`src/rtl/a_register_88_pkg.sv`:
```
// Shared constants and helpers for the bit-serial A register and its digit stage.
package a_register_88_pkg;

  localparam int WORD_DIGITS_DEFAULT = 14;
  localparam int DIGIT_BITS          = 4;

  localparam logic [DIGIT_BITS-1:0] BCD_ZERO = '0;

  // Bit-in-digit phase after resolving overlapping strobes
  typedef enum logic [2:0] {
    PH_NONE,
    PH_T1,
    PH_T2,
    PH_T3,
    PH_T4
  } phase_e;

  // Word length in bits for a given digit count
  function automatic int word_bits(input int digits);
    return digits * DIGIT_BITS;
  endfunction

  // Resolve the strobes; an earlier bit position wins when several are high
  function automatic phase_e decode_phase(input logic t1, input logic t2,
                                          input logic t3, input logic t4);
    if (t1) return PH_T1;
    if (t2) return PH_T2;
    if (t3) return PH_T3;
    if (t4) return PH_T4;
    return PH_NONE;
  endfunction

endpackage

```
`src/rtl/digit_stage_86.sv`:
```
// Holding, correction and staging registers for one BCD digit.
// Bits 0..2 of the digit are parked in h (raw/recirculated) and c (corrected);
// at T4 the whole digit is committed to s, which then shifts out LSbit first.
module digit_stage_86
  import a_register_88_pkg::*;
(
  input  logic                  PHI2,
  input  logic                  RESET,
  input  logic                  SUM1,
  input  logic                  SUM2,
  input  logic                  USE_SUM2,
  input  logic                  T1,
  input  logic                  T2,
  input  logic                  T3,
  input  logic                  T4,
  input  logic                  WRITE_EN,
  input  logic                  A_OUT,
  output logic                  STAGE_OUT,
  output logic [DIGIT_BITS-1:0] DIGIT_OUT,
  output logic [DIGIT_BITS-1:0] COMMIT_DIGIT
);

  localparam int HoldBits = DIGIT_BITS - 1;

  phase_e                phase;
  logic                  bit_src;
  logic [HoldBits-1:0]   cap_en;
  logic [HoldBits-1:0]   h_vec;
  logic [HoldBits-1:0]   c_vec;
  logic [DIGIT_BITS-1:0] s_reg;

  assign phase   = decode_phase(T1, T2, T3, T4);
  // With writes disabled the register feeds back its own output unchanged
  assign bit_src = WRITE_EN ? SUM1 : A_OUT;

  // The digit that a T4 edge would commit (also used by the zero detector)
  assign COMMIT_DIGIT = (WRITE_EN & USE_SUM2) ? {SUM2, c_vec} : {bit_src, h_vec};

  assign STAGE_OUT = s_reg[0];
  assign DIGIT_OUT = s_reg;

  // One-hot capture enable for the three low bit positions
  always_comb begin
    cap_en = '0;
    case (phase)
      PH_T1:   cap_en = 3'b001;
      PH_T2:   cap_en = 3'b010;
      PH_T3:   cap_en = 3'b100;
      default: cap_en = '0;
    endcase
  end

  genvar gi;
  generate
    for (gi = 0; gi < HoldBits; gi++) begin : g_capture
      logic h_bit;
      logic c_bit;

      // Park the raw and corrected sum bits for this bit position
      always_ff @(posedge PHI2 or posedge RESET) begin
        if (RESET) begin
          h_bit <= 1'b0;
          c_bit <= 1'b0;
        end else if (cap_en[gi]) begin
          h_bit <= bit_src;
          c_bit <= SUM2;
        end
      end

      assign h_vec[gi] = h_bit;
      assign c_vec[gi] = c_bit;
    end
  endgenerate

  // Staging register: parallel load at T4, otherwise shift right with zero fill
  always_ff @(posedge PHI2 or posedge RESET) begin
    if (RESET) begin
      s_reg <= '0;
    end else if (phase == PH_T4) begin
      s_reg <= COMMIT_DIGIT;
    end else begin
      s_reg <= {1'b0, s_reg[DIGIT_BITS-1:1]};
    end
  end

endmodule

```
`src/rtl/a_register_88.sv`:
```
// Bit-serial circulating A register: main shift register plus digit stage
// form a loop of exactly WordBits cycles; also tracks whether the last
// committed word was all zero digits.
module a_register_88
  import a_register_88_pkg::*;
#(
  parameter int WordDigits = WORD_DIGITS_DEFAULT
) (
  input  logic                  PHI2,
  input  logic                  RESET,
  input  logic                  SUM1,
  input  logic                  SUM2,
  input  logic                  USE_SUM2,
  input  logic                  T1,
  input  logic                  T2,
  input  logic                  T3,
  input  logic                  T4,
  input  logic                  FIRST_BIT,
  input  logic                  WRITE_EN,
  output logic                  A_OUT,
  output logic [DIGIT_BITS-1:0] DIGIT_OUT,
  output logic                  WORD_ZERO
);

  localparam int WordBits = word_bits(WordDigits);
  // The staging register supplies the remaining DIGIT_BITS of the loop
  localparam int MainBits = WordBits - DIGIT_BITS;
  localparam int IdxW     = (WordDigits > 1) ? $clog2(WordDigits) : 1;

  logic [MainBits-1:0]   m_reg;
  logic                  stage_out;
  logic [DIGIT_BITS-1:0] commit_digit;
  phase_e                phase;

  logic                  word_start_reg;
  logic [IdxW-1:0]       digit_idx_reg;
  logic                  z_reg;
  logic                  word_zero_reg;
  logic                  z_next;
  logic                  last_digit;

  digit_stage_86 u_digit_stage (
    .PHI2         (PHI2),
    .RESET        (RESET),
    .SUM1         (SUM1),
    .SUM2         (SUM2),
    .USE_SUM2     (USE_SUM2),
    .T1           (T1),
    .T2           (T2),
    .T3           (T3),
    .T4           (T4),
    .WRITE_EN     (WRITE_EN),
    .A_OUT        (A_OUT),
    .STAGE_OUT    (stage_out),
    .DIGIT_OUT    (DIGIT_OUT),
    .COMMIT_DIGIT (commit_digit)
  );

  assign A_OUT     = m_reg[0];
  assign WORD_ZERO = word_zero_reg;
  assign phase     = decode_phase(T1, T2, T3, T4);

  assign last_digit = (digit_idx_reg == IdxW'(WordDigits - 1));
  // A new word restarts the accumulation regardless of the previous word
  assign z_next     = (word_start_reg ? 1'b1 : z_reg) & (commit_digit == BCD_ZERO);

  // Main circulating shift register, fed from the staging register
  always_ff @(posedge PHI2 or posedge RESET) begin
    if (RESET) begin
      m_reg <= '0;
    end else begin
      m_reg <= {stage_out, m_reg[MainBits-1:1]};
    end
  end

  // Word-start latch, digit position and zero accumulation
  always_ff @(posedge PHI2 or posedge RESET) begin
    if (RESET) begin
      word_start_reg <= 1'b0;
      digit_idx_reg  <= '0;
      z_reg          <= 1'b1;
      word_zero_reg  <= 1'b1;
    end else begin
      case (phase)
        PH_T1: begin
          word_start_reg <= FIRST_BIT;
          if (FIRST_BIT || last_digit) begin
            digit_idx_reg <= '0;
          end else begin
            digit_idx_reg <= digit_idx_reg + IdxW'(1);
          end
        end
        PH_T4: begin
          z_reg <= z_next;
          if (last_digit) begin
            word_zero_reg <= z_next;
          end
        end
        default: begin
        end
      endcase
    end
  end

endmodule

```
`config.mk`:
```
export PLATFORM = sky130hd
export DESIGN_NAME = a_register_88
export DESIGN_NICKNAME = d
export VERILOG_FILES = /design/src/rtl/a_register_88_pkg.sv /design/src/rtl/digit_stage_86.sv /design/src/rtl/a_register_88.sv
export SDC_FILE = /design/constraint.sdc
export NUM_CORES = 1
export LEC_CHECK = 0
export BUFFER_PORTS_ARGS = -buffer_cell sky130_fd_sc_hd__buf_2
export CAP_MARGIN = 20
export CORE_ASPECT_RATIO = 0.75
export CORE_UTILIZATION = 42
export CTS_CLUSTER_SIZE = 14
export DETAILED_ROUTE_END_ITERATION = 10
export SYNTH_ARGS = -nofsm -noshare
export SYNTH_HDL_FRONTEND = slang
export SYNTH_HIERARCHICAL = 1
export SYNTH_SLANG_ARGS = --single-unit
export TNS_END_PERCENT = 1
```
`constraint.sdc`:
```
create_clock -name PHI2 -period 1.7 [get_ports PHI2]
set_input_delay 0.085 -clock PHI2 [delete_from_list [all_inputs] [get_ports PHI2]]
set_output_delay 0.085 -clock PHI2 [all_outputs]
set_load 0.01 [all_outputs]
```
# --- After elaboration in Yosys (flattened, before gate mapping) ---
# Index checks and enable logic that the tools add are counted.
word_totals:
  ff_bits: 69
  latch_bits: 0
  mem_bits_rw: 0
  mem_bits_ro: 0
  inputBits: 11
  output_inout_bits: 6
  wordCells: 47
  mem_count: 0
classes:
  n_addsub: 1
  n_mul: 0
  div: 0
  magnitude_cmp: 0
  n_eq_ne: 5
  shift: 0
  mux: 24
  n_bitwise: 2
  n_reduce_logical: 3
op_table:
  columns: ["cell", "count"]
  rows:
  - ["3-bit 2-to-1 mux", 8]
  - ["1-bit 2-to-1 mux", 12]
  - ["4-bit 2-to-1 mux", 3]
  - ["3-bit case mux with 3 select lines", 1]
  - ["3-bit by 2-bit == test with 1-bit output, second input constant", 2]
  - ["4-bit by 1-bit adder with 4-bit output, second input constant", 1]
  - ["4-bit == test, second input constant", 1]
  - ["4-bit logical NOT", 1]
  - ["3-bit by 1-bit == test with 1-bit output, second input constant", 1]
  - ["3-bit == test, second input constant", 1]
  - ["1-bit AND", 2]
  - ["2-bit AND reduction", 1]
  - ["1-bit logical OR", 1]

# --- Logic depth before layout (Yosys ltp) ---
# Gate-level depths: netlist (run 1).
logic_depth:
  word_depth: 13
  depth_mapped: 5
  ltp_nobuf: 5

# --- Hierarchy ---
# Netlist (run 1), hierarchy kept.
by_module_without_submodules:
  columns: ["module", "instances", "cells_each", "area_each_um2", "seq_area_each_um2"]
  rows:
  - ["a_register_88", 1, 85, 1696.6, 1478.9]
  - ["digit_stage_86", 1, 36, 479.2, 250.2]

# --- Least setup slack after synthesis (run 1) ---
# OpenSTA, ideal clock, no wires.
synth_path:
  kind: "register to register"
  start: "reg u_digit_stage.g_capture[1].c_bit"
  end: "reg z_reg"
  setup_time_ns: 0.059
  arrival_ns: 1.148
  required_ns: 1.641
  path_slack_ns: 0.493
  stages_incl_launch_ff: 5
  path_buffers: 0
  synth_period_minus_slack_ns: 1.207
  path_cell_list: "dfrtp_1 -> mux2_4 -> nor4_1 -> o21a_1 -> mux2_2"
synth_via:
  elab_chain_cells: 3
synth_rtl:
  columns: ["element", "line", "rtl"]
  rows:
  - ["start: declaration", "digit_stage_86.sv:57", "logic c_bit;"]
  - ["start signal: assignment", "digit_stage_86.sv:63", "c_bit <= 1'b0;"]
  - ["start signal: assignment", "digit_stage_86.sv:66", "c_bit <= SUM2;"]
  - ["4-bit 2-to-1 mux", "digit_stage_86.sv:37", "assign COMMIT_DIGIT = (WRITE_EN & USE_SUM2) ? {SUM2, c_vec} : {bit_src, h_vec};"]
  - ["net commit_digit[1]", "a_register_88.sv:32", "logic [DIGIT_BITS-1:0] commit_digit;"]
  - ["4-bit logical NOT", "a_register_88.sv:65", "assign z_next = (word_start_reg ? 1'b1 : z_reg) & (commit_digit == BCD_ZERO);"]
  - ["1-bit AND", "a_register_88.sv:65", null]
  - ["end signal: assignment", "a_register_88.sv:94", "z_reg <= z_next;"]
  - ["end: declaration", "a_register_88.sv:37", "logic z_reg;"]
# The timed path passes the listed nets, and every way through them passes these cells.
# A chain may end at the register's enable or synchronous reset.

# --- Final worst setup path (run 1) ---
# Ends and elaborated chain as after synthesis.

==> flow_metrics.env, run 1 <==
export IMPL_outcome="completed"
export IMPL_postSynthRegisterBits=69
export IMPL_htree_num_levels=3
export IMPL_period_share_pct=77.1
export IMPL_yosys_area_top_type_share_pct=77.1
export IMPL_floorplan_rows=22
export IMPL_max_cap_viol_count=0
export IMPL_critPathArrivalTime_ns=1.59
export IMPL_setup_tns_ns=0
export IMPL_portBuffers=16
export IMPL_cellLeakagePower_nw=1.30
export IMPL_grt_ovfl_total=0
export IMPL_drt_wirelength_per_cell_microns=14.5
export IMPL_fp_dieW_microns=85.1
export IMPL_tritoncts="built"
export IMPL_worst_slew_pin_transition_ns=0.373
export IMPL_hold_path_endpoint="u_digit_stage/g_capture[0].c_bit"
export IMPL_yosys_cell_types_count=28
export IMPL_whs_path_depth=2
export IMPL_grt_usage_pct=14.3
export IMPL_tot_pwr_mw=3.42
export IMPL_post_route_cells_drive_above_1_share_pct=34.6
export IMPL_yosys_area_top_type="sky130_fd_sc_hd__dfrtp_1"
export IMPL_synthArstFlopShare_pct=100
export IMPL_drt_pass1_iter_count=4
export IMPL_floorplan_initialDensity_pct=44.2
export IMPL_max_slew_margin_rel_pct=75.1
export IMPL_timing_max_transition_violations_final=0
export IMPL_post_synthesis_net_count=134
export IMPL_pin_count_of_the_biggest_net_entering_global_routing=53
export IMPL_fin_crit_ns=1.31
export IMPL_die_height_microns=64.3
export IMPL_placement_cell_area_sq_mm=0.00233
export IMPL_most_common_flop_cell_mapped_by_yosys="sky130_fd_sc_hd__dfrtp_1"
export IMPL_grt_pass1_vias=1111
export IMPL_fp_dieArea_sq_mm=0.00548
export IMPL_synthCells=121
export IMPL_routed_via_density=4.65
export IMPL_remaining_number_of_nets_flagged_by_the_antenna_check_after_routing=0
export IMPL_setup_violations_final=0
export IMPL_post_dp_hpwl_microns=1870
export IMPL_worst_setup_hold_path_clk_slew_ns=0.07
export IMPL_cts_made_buffers=9
export IMPL_finalHoldViolations=0
export IMPL_power_ir_vdd_worst_v=0.00114
export IMPL_grt_setup_unrepaired="false"
export IMPL_antenna_found_initial=0
export IMPL_count_of_synthesis_stage_warnings_from_yosys=6
export IMPL_post_cts_setup_buffers=0
export IMPL_rrSetupSlack_ns=0.39
export IMPL_insertedDiodeCount=0
export IMPL_clkSinkCount=69
export IMPL_clk_path_buf_depth=2
export IMPL_fp_coreArea_sq_mm=0.00493
export IMPL_boundaryPins=17
export IMPL_timing_critical_path_to_type="flop"
export IMPL_cp_start_kind="flop"
export IMPL_critPathKind="reg2reg"
export IMPL_wirelength_microns=3090
export IMPL_final_design_area_no_fill_sq_mm=0.00256
export IMPL_netlist_area_sq_mm=0.00218
export IMPL_synth_top_cells_by_area="sky130_fd_sc_hd__dfrtp_1 77%, sky130_fd_sc_hd__mux2_2 4.7%, sky130_fd_sc_hd__dfstp_2 2.4%, sky130_fd_sc_hd__nor4b_4 2.2%, sky130_fd_sc_hd__mux2_4 2.1%"
export IMPL_worst_r2r_startpoint="u_digit_stage/g_capture[1].c_bit"
export IMPL_critical_path_reg2reg_endpoint="z_reg"
export IMPL_place_worst_setup_slack_ns=0.358
export IMPL_syn2layout_area_growth_pct=17.8
export IMPL_final_critical_path_setup_slack_ns=0.389
export IMPL_worst_endpoint_required_ns=1.98
export IMPL_hold_worst_slack_ns=0.0507
export IMPL_synth_enable_flop_cells=0
export IMPL_r2r_worst_path_cells=4
export IMPL_crit_fanout=2
export IMPL_drc_errors=0
export IMPL_pwr_density_cell_mw_per_mm2=1330
export IMPL_vias=991
export IMPL_timing_fmax_mhz=763
export IMPL_clock_skew_ns=0.00545
export IMPL_drt_iter0_markers=38
export IMPL_hold_path_class="in2reg"
export IMPL_first_pass_grt_wire_length_microns=5460
export IMPL_syn_area_per_cell_sq_um=18.0
export IMPL_hp_start="SUM2"
export IMPL_routability_congestion=0.792
export IMPL_clockRootBuffer="sky130_fd_sc_hd__clkbuf_8"
export IMPL_insertion_delay_ns=0.34
export IMPL_number_of_flip_flops_under_the_largest_register_name=52
export IMPL_synth_seq_area_share_pct=79.5
export IMPL_finalNetCount=161
[timing repair]
| item | CTS | global route |
|---|---|---|
| gates resized for setup | 0 | 0 |
| hold buffers | 1 | 0 |
| hold endpoints to repair | 69 | 0 |
[placed cells by master (no fill, tap or decap), types with 2 or more instances in the layout]
| cell | instances |
|---|---|
| sky130_fd_sc_hd__clkinvlp_4 | 2 |
| sky130_fd_sc_hd__mux2i_1 | 2 |
| sky130_fd_sc_hd__dfrtp_1 | 67 |
| sky130_fd_sc_hd__mux2_2 | 9 |
| sky130_fd_sc_hd__nor4b_4 | 2 |
| sky130_fd_sc_hd__clkbuf_8 | 9 |
| sky130_fd_sc_hd__nor3b_1 | 2 |
| sky130_fd_sc_hd__mux2_4 | 3 |
| sky130_fd_sc_hd__nor2_1 | 4 |
| sky130_fd_sc_hd__nand4_1 | 2 |
| sky130_fd_sc_hd__dfstp_2 | 2 |
| sky130_fd_sc_hd__ha_1 | 2 |
| sky130_fd_sc_hd__bufinv_16 | 2 |
| sky130_fd_sc_hd__inv_1 | 2 |
| sky130_fd_sc_hd__nand2_1 | 2 |
| sky130_fd_sc_hd__buf_2 | 16 |
| sky130_fd_sc_hd__a21oi_1 | 3 |
| sky130_fd_sc_hd__o21ai_0 | 4 |
[cell type report]
| cell class | instances | area [sq um] |
|---|---|---|
| clock buffers | 9 | 124 |
| clock inverters | 7 | 97.6 |
| fillers | 406 | 2360 |
| inverters | 3 | 11.3 |
| multi-input cells | 47 | 417 |
| flip-flops and latches | 69 | 1730 |
| well taps | 60 | 75.1 |
| repair buffers | 18 | 110 |
[critical path, stage by stage (launching register included)]
cell and delay, ns:
sky130_fd_sc_hd__dfrtp_1 0.38, sky130_fd_sc_hd__mux2_4 0.27, sky130_fd_sc_hd__nor4_1 0.29, sky130_fd_sc_hd__o21a_1 0.17, sky130_fd_sc_hd__mux2_2 0.14
[cell usage after synthesis (2+ instances only)]
library cell / number
sky130_fd_sc_hd__a21oi_1: 3
sky130_fd_sc_hd__dfrtp_1: 67
sky130_fd_sc_hd__dfstp_2: 2
sky130_fd_sc_hd__ha_1: 2
sky130_fd_sc_hd__inv_1: 3
sky130_fd_sc_hd__mux2_2: 9
sky130_fd_sc_hd__mux2_4: 3
sky130_fd_sc_hd__mux2i_1: 2
sky130_fd_sc_hd__nand2_1: 2
sky130_fd_sc_hd__nand4_1: 2
sky130_fd_sc_hd__nor2_1: 4
sky130_fd_sc_hd__nor3b_1: 2
sky130_fd_sc_hd__nor4b_4: 2
sky130_fd_sc_hd__o21ai_0: 4
[kinds of logic after synthesis]
family / count (synthesis) / share of synthesized area, %
AO/OA/AOI/OAI: 12 / 3.34
adder cells (fa/ha/maj): 2 / 1.15
buffers and inverters: 5 / 1.38
flip-flops: 69 / 79.5
multiplexers: 15 / 8.17
AND/OR/NAND/NOR: 18 / 6.50
[report_power, final]
group	leakage, nW	total, mW	internal, mW	switching, mW
sequential	0.923	1.80	1.75	0.0506
clock	0.106	1.44	0.829	0.607
combinational	0.276	0.178	0.0840	0.0937
[how the worst max path moves through the flow]
stage,start,end,slack (ns)
after floorplan,RESET,digit_idx_reg[0],0.16
after global placement,WRITE_EN,z_reg,0.39
after detailed placement,WRITE_EN,z_reg,0.36
after CTS,u_digit_stage/g_capture[1].c_bit,z_reg,0.36
after global routing,u_digit_stage/g_capture[1].c_bit,WORD_ZERO,0.31
final,u_digit_stage/g_capture[1].c_bit,z_reg,0.39
[metal layers]
| layer | up-vias | wire, microns | track usage [%] |
|---|---|---|---|
| met5 | - | 0 | 0 |
| met4 | 0 | 64 | 6.99 |
| met3 | 7 | 203 | 8.01 |
| met2 | 22 | 1250 | 19.1 |
| met1 | 496 | 1570 | 18.8 |
| li1 | 466 | - | - |
[metrics by stage]
| step | utilization, % | instances |
|---|---|---|
| global placement | 47.3 | 196 |
| detailed placement | 47.3 | 196 |
| finish | 52.0 | 213 |
| global route | 52.0 | 213 |
| CTS | 52.0 | 213 |
| floorplan | - | 121 |
(Power assumes the default switching activity.)
==> inputs of run 2 (changes only) <==
==> constraint.sdc (replaced) <==
create_clock -name PHI2 -period 1.1 [get_ports PHI2]
set_input_delay 0.055 -clock PHI2 [delete_from_list [all_inputs] [get_ports PHI2]]
set_output_delay 0.055 -clock PHI2 [all_outputs]
set_load 0.01 [all_outputs]
==> run 2 against run 1 <==
Hold slack gained 0.0013 ns. Highest routed layer unchanged. Critical path depth unchanged. Worst setup slack worse by 0.60 ns. The flow now finishes with violations (negative setup slack). Maximum frequency fell by 0.31%. Via count increased by 6.2%. Die area is the same. Sequential power rose by 54%. Critical path type unchanged. Clock power grew 17%.
==> flow_metrics.env, run 2 (synthesis results as in run 1) <==
export IMPL_outcome="complete, but fails checks"
export IMPL_violations_in_the_final_reports="negative setup slack"
export IMPL_period_share_pct=120
export IMPL_clockRootBuffer="sky130_fd_sc_hd__clkbuf_8"
export IMPL_wirelength_microns=3370
export IMPL_critPathArrivalTime_ns=1.59
export IMPL_most_common_cell_after_layout_fill_and_taps_aside="sky130_fd_sc_hd__dfrtp_1"
export IMPL_tot_pwr_mw=4.82
export IMPL_routability_congestion=0.723
export IMPL_final_design_area_no_fill_sq_mm=0.00261
export IMPL_timing_max_transition_violations_final=0
export IMPL_number_of_flip_flops_under_the_largest_register_name=52
export IMPL_mostFrequentLayoutCells="67 x sky130_fd_sc_hd__dfrtp_1, 15 x sky130_fd_sc_hd__buf_2, 10 x sky130_fd_sc_hd__clkbuf_8, 10 x sky130_fd_sc_hd__buf_4, 9 x sky130_fd_sc_hd__mux2_2"
export IMPL_routed_via_density=4.74
export IMPL_grt_setup_unrepaired="true"
export IMPL_drt_wirelength_per_cell_microns=15.2
export IMPL_timing_fmax_mhz=760
export IMPL_grt_pass1_vias=1129
export IMPL_tritoncts="built"
export IMPL_crit_chain="mux2_4 -> nor4_4 -> o21a_1 -> mux2_4"
export IMPL_syn2layout_area_growth_pct=19.9
export IMPL_fin_crit_ns=1.32
export IMPL_boundaryPins=17
export IMPL_max_stage_delay_on_crit_path_ns=0.39
export IMPL_worst_slew_pin_transition_ns=0.386
export IMPL_worst_path_max_delay_cell="sky130_fd_sc_hd__dfrtp_1"
export IMPL_drt_pass1_iter_count=4
export IMPL_floorplan_rows=22
export IMPL_setup_violations_final=6
export IMPL_placement_cell_area_sq_mm=0.00240
export IMPL_vias=1052
export IMPL_max_cap_viol_count=0
export IMPL_post_route_cells_drive_above_1_share_pct=38.3
export IMPL_cp_start_kind="flop"
export IMPL_power_report_internal_total_mw=3.75
export IMPL_final_critical_path_setup_slack_ns=-0.215
export IMPL_clk_path_buf_depth=2
export IMPL_insertedDiodeCount=0
export IMPL_cts_made_buffers=9
export IMPL_fp_coreArea_sq_mm=0.00493
export IMPL_sequential_group_share_of_total_power_pct=57.8
export IMPL_pin_count_of_the_biggest_net_entering_global_routing=53
export IMPL_power_switching_share_pct=22.2
export IMPL_crit_fanout=2
export IMPL_net_switching_power_mw=1.07
export IMPL_setup_tns_ns=-0.791
export IMPL_grt_usage_pct=14.7
export IMPL_timing_critical_path_to_type="flop"
export IMPL_drc_errors=0
export IMPL_post_dp_hpwl_microns=2070
export IMPL_first_pass_grt_wire_length_microns=5710
export IMPL_clock_skew_ns=0.0116
export IMPL_worst_endpoint_required_ns=1.37
export IMPL_power_combinational_fraction_pct=7.4
export IMPL_portBuffers=16
export IMPL_critPathKind="reg2reg"
export IMPL_clkSinkCount=69
export IMPL_max_slew_margin_rel_pct=74.2
export IMPL_drt_iter0_markers=29
export IMPL_power_ir_vdd_worst_v=0.00102
export IMPL_worst_setup_hold_path_clk_slew_ns=0.06
export IMPL_critPathMostFrequentCell="sky130_fd_sc_hd__mux2_4"
export IMPL_finalHoldViolations=0
export IMPL_remaining_number_of_nets_flagged_by_the_antenna_check_after_routing=0
export IMPL_die_height_microns=64.3
export IMPL_rrSetupSlack_ns=-0.22
export IMPL_cellLeakagePower_nw=1.33
export IMPL_place_worst_setup_slack_ns=-0.228
export IMPL_floorplan_initialDensity_pct=44.2
export IMPL_fp_dieW_microns=85.1
export IMPL_fp_dieArea_sq_mm=0.00548
export IMPL_hold_worst_slack_ns=0.0520
export IMPL_antenna_found_initial=0
export IMPL_insertion_delay_ns=0.33
export IMPL_finalNetCount=171
export IMPL_grt_ovfl_total=0
export IMPL_power_frac_clock_pct=34.8
export IMPL_pwr_density_cell_mw_per_mm2=1850
export IMPL_htree_num_levels=3
export IMPL_hold_path_class="in2reg"
[run 2: final timing paths]
kind                                                     to                             start  cells after the start
min reg2reg                                       m_reg[14]                         m_reg[15]                      0
max in group asynchronous                         m_reg[17]                             RESET                      4
max                                               WORD_ZERO  u_digit_stage/g_capture[2].h_bit                      4
max reg2reg                                       WORD_ZERO  u_digit_stage/g_capture[2].h_bit                      4
min                        u_digit_stage/g_capture[0].c_bit                              SUM2                      2
min in group asynchronous                          m_reg[1]                             RESET                      3
[run 2: stage by stage]
stage	util [%]	std cells
detailed placement	48.6	204
finish	52.9	222
CTS	52.4	220
floorplan	-	121
global route	52.9	222
global placement	48.6	204
[run 2: layout make-up]
class	count	area [sq um]
Inverter	3	15.0
Sequential cell	69	1730
Timing Repair Buffer	28	191
Multi-Input combinational cell	47	439
Clock buffer	13	149
Fill cell	408	2320
Clock inverter	2	10.0
Tap cell	60	75.1
[run 2: what timing repair did]
item,4_1_cts,5_1_grt
endpoints found under the setup margin,5,9
hold buffers,1,0
pin swaps,0,1
hold endpoints to repair,69,0
buffers inserted,0,2
resized for setup,3,4
cloned,0,0
[run 2: worst max-delay path, delay by kind of cell, from the launching register on]
family | cells | cell delay [ns]
muxes | 2 | 0.44
DFF | 1 | 0.39
and+or+nand+nor | 1 | 0.27
AOI/OAI and AO/OA | 1 | 0.17
[run 2: routing by layer]
metal | vias up | GRT usage, % | part of all wire, %
met2 | 18 | 20.1 | 45
met4 | 0 | 4.45 | 0.27
li1 | 486 | - | -
met5 | - | 0 | 0
met1 | 544 | 20.0 | 50
met3 | 4 | 8.27 | 4.6
[run 2: power groups by stage]
stage / combinational [mW] / sequential, mW / clock [mW]
finish: 0.359 / 2.78 / 1.68
global placement: 0.303 / 2.82 / 0
CTS: 0.345 / 2.78 / 1.75
floorplan: 0.194 / 2.81 / 0
detailed placement: 0.323 / 2.82 / 0
global route: 0.395 / 2.80 / 1.90
